## src/rtl/pkg_conecta4.sv

```systemverilog
// Shared Connecta-4 board definitions: dimensions, cell/state encodings and the
// board type consumed by both gestor_tablero and detector_victoria.
package pkg_conecta4;

    localparam int unsigned FILAS    = 6;
    localparam int unsigned COLUMNAS = 7;
    localparam int unsigned CW       = $clog2(COLUMNAS);
    localparam int unsigned FW       = 3;
    localparam int unsigned PW       = 6;
    localparam int unsigned CASILLAS = FILAS * COLUMNAS;

    typedef enum logic [1:0] {
        VACIA = 2'd0,
        J1    = 2'd1,
        J2    = 2'd2
    } celda_t;

    // Row 0 is the top row; each cell is a 2-bit celda_t code.
    typedef logic [0:FILAS-1][0:COLUMNAS-1][1:0] tablero_t;

    typedef enum logic [1:0] {
        REPOSO,
        BUSCAR,
        CAER,
        ESCRIBIR
    } estado_t;

    function automatic logic [1:0] otro_jugador(input logic [1:0] jugador);
        return (jugador == 2'(J1)) ? 2'(J2) : 2'(J1);
    endfunction

endpackage

```

## src/rtl/gestor_tablero.sv

```systemverilog
// Connecta-4 board owner: accepts column drops, scans the column bottom-up, writes the piece, alternates turns.
// Define CAIDA_ANIMADA_EN to insert the tick-paced falling-piece animation before each write.
module gestor_tablero
    import pkg_conecta4::*;
(
    input  logic           clk,
    input  logic           rst_n,
    input  logic           reiniciar,
    input  logic           soltar_valid,
    output logic           soltar_ready,
    input  logic [CW-1:0]  columna,
    input  logic           congelar,
    input  logic           tick_caida,
    output tablero_t       tablero,
    output logic [1:0]     turno,
    output logic           jugada_ok,
    output logic           jugada_invalida,
    output logic [FW-1:0]  ultima_fila,
    output logic [CW-1:0]  ultima_col,
    output logic [PW-1:0]  piezas,
    output logic           tablero_lleno,
    output logic           pieza_caida_valid,
    output logic [FW-1:0]  pieza_caida_fila
);

    estado_t        estado, estado_sig;
    logic [CW-1:0]  col_q;
    logic [FW-1:0]  fila_q;
    logic [FW-1:0]  destino_q;
    logic [1:0]     celda_actual;

    logic aceptar, invalida_sig, hallado, bajar, escribir;

    assign soltar_ready = (estado == REPOSO) && !congelar && !tablero_lleno && !reiniciar;
    assign celda_actual = tablero[fila_q][col_q];

    always_ff @(posedge clk or negedge rst_n) begin
        if (!rst_n) estado <= REPOSO;
        else        estado <= estado_sig;
    end

    // Next state and per-cycle datapath strobes.
    always_comb begin
        estado_sig   = estado;
        aceptar      = 1'b0;
        invalida_sig = 1'b0;
        hallado      = 1'b0;
        bajar        = 1'b0;
        escribir     = 1'b0;
        unique case (estado)
            REPOSO: begin
                if (soltar_valid && soltar_ready) begin
                    if (columna >= CW'(COLUMNAS)) begin
                        invalida_sig = 1'b1;
                    end else begin
                        aceptar    = 1'b1;
                        estado_sig = BUSCAR;
                    end
                end
            end
            BUSCAR: begin
                if (celda_actual == VACIA) begin
                    hallado = 1'b1;
`ifdef CAIDA_ANIMADA_EN
                    estado_sig = CAER;
`else
                    estado_sig = ESCRIBIR;
`endif
                end else if (fila_q == '0) begin
                    invalida_sig = 1'b1;
                    estado_sig   = REPOSO;
                end else begin
                    bajar = 1'b1;
                end
            end
            CAER: begin
`ifdef CAIDA_ANIMADA_EN
                if (tick_caida && (pieza_caida_fila == destino_q)) estado_sig = ESCRIBIR;
`else
                estado_sig = REPOSO;
`endif
            end
            ESCRIBIR: begin
                escribir   = 1'b1;
                estado_sig = REPOSO;
            end
            default: estado_sig = REPOSO;
        endcase
        if (reiniciar) estado_sig = REPOSO;
    end

    // Board, turn and move bookkeeping; reiniciar clears everything and drops any pulse.
    always_ff @(posedge clk or negedge rst_n) begin
        if (!rst_n) begin
            tablero         <= '0;
            turno           <= 2'(J1);
            piezas          <= '0;
            tablero_lleno   <= 1'b0;
            ultima_fila     <= '0;
            ultima_col      <= '0;
            jugada_ok       <= 1'b0;
            jugada_invalida <= 1'b0;
            col_q           <= '0;
            fila_q          <= '0;
            destino_q       <= '0;
        end else if (reiniciar) begin
            tablero         <= '0;
            turno           <= 2'(J1);
            piezas          <= '0;
            tablero_lleno   <= 1'b0;
            ultima_fila     <= '0;
            ultima_col      <= '0;
            jugada_ok       <= 1'b0;
            jugada_invalida <= 1'b0;
            col_q           <= '0;
            fila_q          <= '0;
            destino_q       <= '0;
        end else begin
            jugada_ok       <= escribir;
            jugada_invalida <= invalida_sig;
            // Only in-range columns are latched so the scan never indexes past the board.
            if (aceptar) begin
                col_q  <= columna;
                fila_q <= FW'(FILAS - 1);
            end
            if (bajar)   fila_q    <= fila_q - FW'(1);
            if (hallado) destino_q <= fila_q;
            if (escribir) begin
                tablero[destino_q][col_q] <= turno;
                turno                     <= otro_jugador(turno);
                piezas                    <= piezas + PW'(1);
                tablero_lleno             <= (piezas == PW'(CASILLAS - 1));
                ultima_fila               <= destino_q;
                ultima_col                <= col_q;
            end
        end
    end

`ifdef CAIDA_ANIMADA_EN
    // Falling-piece overlay: starts at the top row and steps down one row per tick.
    always_ff @(posedge clk or negedge rst_n) begin
        if (!rst_n) begin
            pieza_caida_valid <= 1'b0;
            pieza_caida_fila  <= '0;
        end else if (reiniciar) begin
            pieza_caida_valid <= 1'b0;
            pieza_caida_fila  <= '0;
        end else if (hallado) begin
            pieza_caida_valid <= 1'b1;
            pieza_caida_fila  <= '0;
        end else if ((estado == CAER) && tick_caida) begin
            if (pieza_caida_fila == destino_q) pieza_caida_valid <= 1'b0;
            else                               pieza_caida_fila  <= pieza_caida_fila + FW'(1);
        end
    end
`else
    logic unused_tick_caida;
    assign unused_tick_caida = tick_caida;
    assign pieza_caida_valid = 1'b0;
    assign pieza_caida_fila  = '0;
`endif

endmodule
```

## config.mk

```make
export PLATFORM = sky130hd
export DESIGN_NAME = gestor_tablero
export DESIGN_NICKNAME = d
export VERILOG_FILES = /design/src/rtl/pkg_conecta4.sv /design/src/rtl/gestor_tablero.sv
export SDC_FILE = /design/constraint.sdc
export NUM_CORES = 1
export LEC_CHECK = 0
export BUFFER_PORTS_ARGS = -buffer_cell sky130_fd_sc_hd__buf_4
export CORE_MARGIN = 2
export CORE_UTILIZATION = 35
export DETAILED_ROUTE_END_ITERATION = 6
export GPL_ROUTABILITY_DRIVEN = 0
export HOLD_SLACK_MARGIN = 0.08
export PLACE_DENSITY = 0.63
export SLEW_MARGIN = 40
export SYNTH_ARGS = -nofsm -noshare
export SYNTH_HDL_FRONTEND = slang
export SYNTH_SLANG_ARGS = --single-unit
```

## constraint.sdc

```tcl
create_clock -name clk -period 3.2 [get_ports clk]
set_clock_uncertainty 0.1 [all_clocks]
set_input_delay 0.32 -clock clk [delete_from_list [all_inputs] [get_ports clk]]
set_output_delay 0.32 -clock clk [all_outputs]
set_load 0.01 [all_outputs]
```

==> flow_summary.ini <==
[run_status]
status = completed

[power_and_ir_drop]
cellPowerDensity_mw_per_mm2 = 414
power.internal_w = 0.00227
power.ir.vdd_worst_v = 0.000257
p_sw_share_pct = 21.6
cellLeakagePower_nw = 3.04
share_clk_of_total_power_pct = 45.5
p_switching_w = 0.000625
combinationalPowerShare_pct = 4.9
p_seq_share_pct = 49.5

[clocking]
cts.repair_timing.setup_buffer_count = 0
cts.clk_slew.worst_paths_ns = 0.07
tritoncts_clock_tree = yes
ctsRootBufferMaster = clkbuf_16
cts_num_sinks = 112
ctsResizeCount = 0
number_of_h_tree_levels = 3
insertion_delay_ns = 0.35
cts.path.max_buffers = 2
cts_inserted_buffers = 9
post_cts_hold_buffer_count = 1

[synth]
synthCells = 645
biggest_area_contributors_in_the_synthesized_netlist = dfrtp_1 (50%), a21oi_1 (6.6%), nand2_1 (6.4%)
yosys_warnings = 0
synth_async_sr_flop_share_pct = 100
post_synth_edffs = 0
ff_latch_count_synth = 112
synth_area_per_cell_um2 = 8.69
yosysSeqAreaShare_pct = 50.0
yosys_top_cell_by_area = dfrtp_1
ys.flop_type = dfrtp_1
synth_top_area_share_pct = 49.6
post_synth_instance_area_mm2 = 0.00560
synth_unique_cells = 54

[sta]
final-setup-viol-count = 0
timing.max_slew.rel_slack_pct = 55.0
worst_slack_ns = 0.380
report.final.hold_viol_count = 0
max_freq_mhz = 355
setup-tns-final_ns = 0
min_period_ns = 2.82
timing.final.crit_share_pct = 88.1
grt_setup_unrepaired = false
worst-slew-pin-transition_ns = 0.675
timing_max_transition_violations_final = 0

[hold_path]
min_path_type = in2reg

[global_route]
first_global_vias = 4648
grt_start_max_net_pins = 66
total_global_route_track_usage_pct = 20.0
antenna_found_initial = 0
wire_length_of_the_first_global_routing_pass_um = 25900
grt-ovfl-total = 0

[final_layout]
total_area_of_sequential_cells_mm2 = 0.00280
fillCellCount = 1612
final_area_mm2 = 0.00699
fin_util_pct = 44.3
post_route_cells_drive_above_1_share_pct = 21.3
multi_input_area_mm2 = 0.00253
antennaDiodeCount = 0
final_net_count = 746
areaGrowthSynthToFinish_pct = 24.7

[drt]
vias_per_cell = 5.23
drt_pass1_iterations = 6
ant_nets = 0
wl_per_cell_um = 17.3
drtIter0Drc = 424
remaining_design_rule_violation_count = 0
top_layer_used = met4
postRouteWirelength_um = 16500
met2RoutedLength_um = 7710
route.layer.met1.wl_um = 7280
met3_wirelength_um = 1200
num_vias = 4994

[place]
pre_cts_slack_ns = 0.374
numPortBuffers = 109
standard_cell_area_after_detailed_placement_mm2 = 0.00662
post-dp-hpwl_um = 11700

[setup_path]
path_max_fanout = 9
worst_setup_path_start_kind = register
critPathRequiredTime_ns = 3.36
criticalPathCategory = reg2reg
critPathArrivalTime_ns = 2.98
crit_end_element = register

[die]
io-pin-count = 115
floorplan.initialDensity_pct = 35.5
chipWidth_um = 131
height_of_the_chip_um = 131
floorplan.die_area_mm2 = 0.0170
std_cell_rows = 46
core_area_mm2 = 0.0158

[flow_run]
max_cap_violations = 0
==> flip-flops by register name, summed over array words and instances, names as in the netlist <==
| signal | cells |
|---|---|
| estado | 2 |
| tablero_lleno | 1 |
| ultima_fila | 3 |
| ultima_col | 3 |
| turno | 2 |
| tablero | 84 |
| fila_q | 3 |
| jugada_invalida | 1 |
| col_q | 3 |
| jugada_ok | 1 |
| destino_q | 3 |
| piezas | 6 |
==> critical path, stage by stage (launching register included) <==
cell and delay [ns]:
dfrtp_1 0.54, nor3b_1 0.32, nor4_1 0.09, or4_1 0.55
a211oi_1 0.26, nand4_1 0.31, or2_1 0.37, o31ai_1 0.20
==> layer usage <==
metal | vias to the layer above | track usage [%]
li1 | 2401 | -
met5 | - | 0
met4 | 0 | 6.95
met1 | 2374 | 27.9
met2 | 200 | 30.9
met3 | 19 | 4.19
==> cell usage after synthesis, types with 2 or more instances <==
library cell    n
nand4_1         2
inv_2           2
inv_1           3
o311ai_1        2
buf_4           6
or3b_1          2
nor2_1         87
mux2i_1        23
nand3b_1        4
buf_1           2
nand2_1        96
xnor2_1         3
dfrtp_1       111
xor2_1          3
or3_1           3
a311oi_1        2
nand3_1        30
nor4_1          2
o31ai_1         3
nor2b_1         6
nand2b_1        5
or2_2           3
buf_2           8
nor3_1         31
and3_1          2
o21ai_1         5
a21oi_1        74
clkbuf_1       38
buf_6           2
a2111oi_0       2
ha_1            4
mux4_2          2
a211oi_1       11
or3b_2          2
or4_1           4
nor3b_1         4
and2_1          2
o22ai_1         3
o21ai_0        36
==> cell families after synthesis <==
logic type	count (synthesis)	share of synthesized area, %
and+or+nand+nor	291	23.6
AOI/OAI and AO/OA	145	14.6
DFF	112	50.0
buffers and inverters	61	4.94
muxes	25	4.91
xor gates and xnor gates	6	0.938
adders and majority gates	4	0.893
other	1	0.0669
==> final timing paths <==
check                      slack [ns]      start         endpoint  cells past startpoint
max                              0.38  fila_q[1]     destino_q[2]                      7
min                              0.12  reiniciar        estado[0]                      3
max reg2reg                      0.38  fila_q[1]     destino_q[2]                      7
min reg2reg                      0.41  estado[1]  jugada_invalida                      1
max in group asynchronous        1.91      rst_n      tablero[37]                      3
min in group asynchronous        0.40      rst_n      tablero[53]                      2
==> power groups by stage <==
| stage | clock [W] | combinational [W] | sequential [W] |
|---|---|---|---|
| floorplan | 0 | 0.0000879 | 0.00145 |
| global placement | 0 | 0.000143 | 0.00146 |
| detailed placement | 0 | 0.000143 | 0.00146 |
| CTS | 0.00135 | 0.000144 | 0.00143 |
| global route | 0.00141 | 0.000160 | 0.00143 |
| finish | 0.00132 | 0.000142 | 0.00143 |
==> metrics by stage <==
| stage | cells | hold WS (ns) | power, W |
|---|---|---|---|
| 2_1_floorplan | 648 | -0.0756 | 0.00154 |
| 3_3_place_gp | 937 | 0.348 | 0.00160 |
| 3_5_place_dp | 937 | 0.349 | 0.00160 |
| 4_1_cts | 954 | 0.112 | 0.00292 |
| 5_1_grt | 954 | 0.135 | 0.00300 |
| 6_report | 954 | 0.122 | 0.00289 |
==> layout by cell type, fill, tap and decap left out, types with 11 or more instances in the layout <==
cell type,synthesis,layout
nor3_1,31,31
buf_4,6,126
nor2_1,87,87
dfrtp_1,111,111
o21ai_0,36,36
nand3_1,30,30
nand2_1,96,96
a211oi_1,11,11
a21oi_1,74,74
mux2i_1,23,23
==> area by class of cell <==
class / count / share of cell area, %
flip-flops and latches: 112 / 40.1
multi-input cells: 475 / 36.3
repair buffers: 130 / 14.4
well taps: 216 / 3.87
clock buffers: 11 / 3.62
clock inverters: 5 / 1.47
inverters: 5 / 0.269
Note: power is estimated with default switching activity, not from simulation.
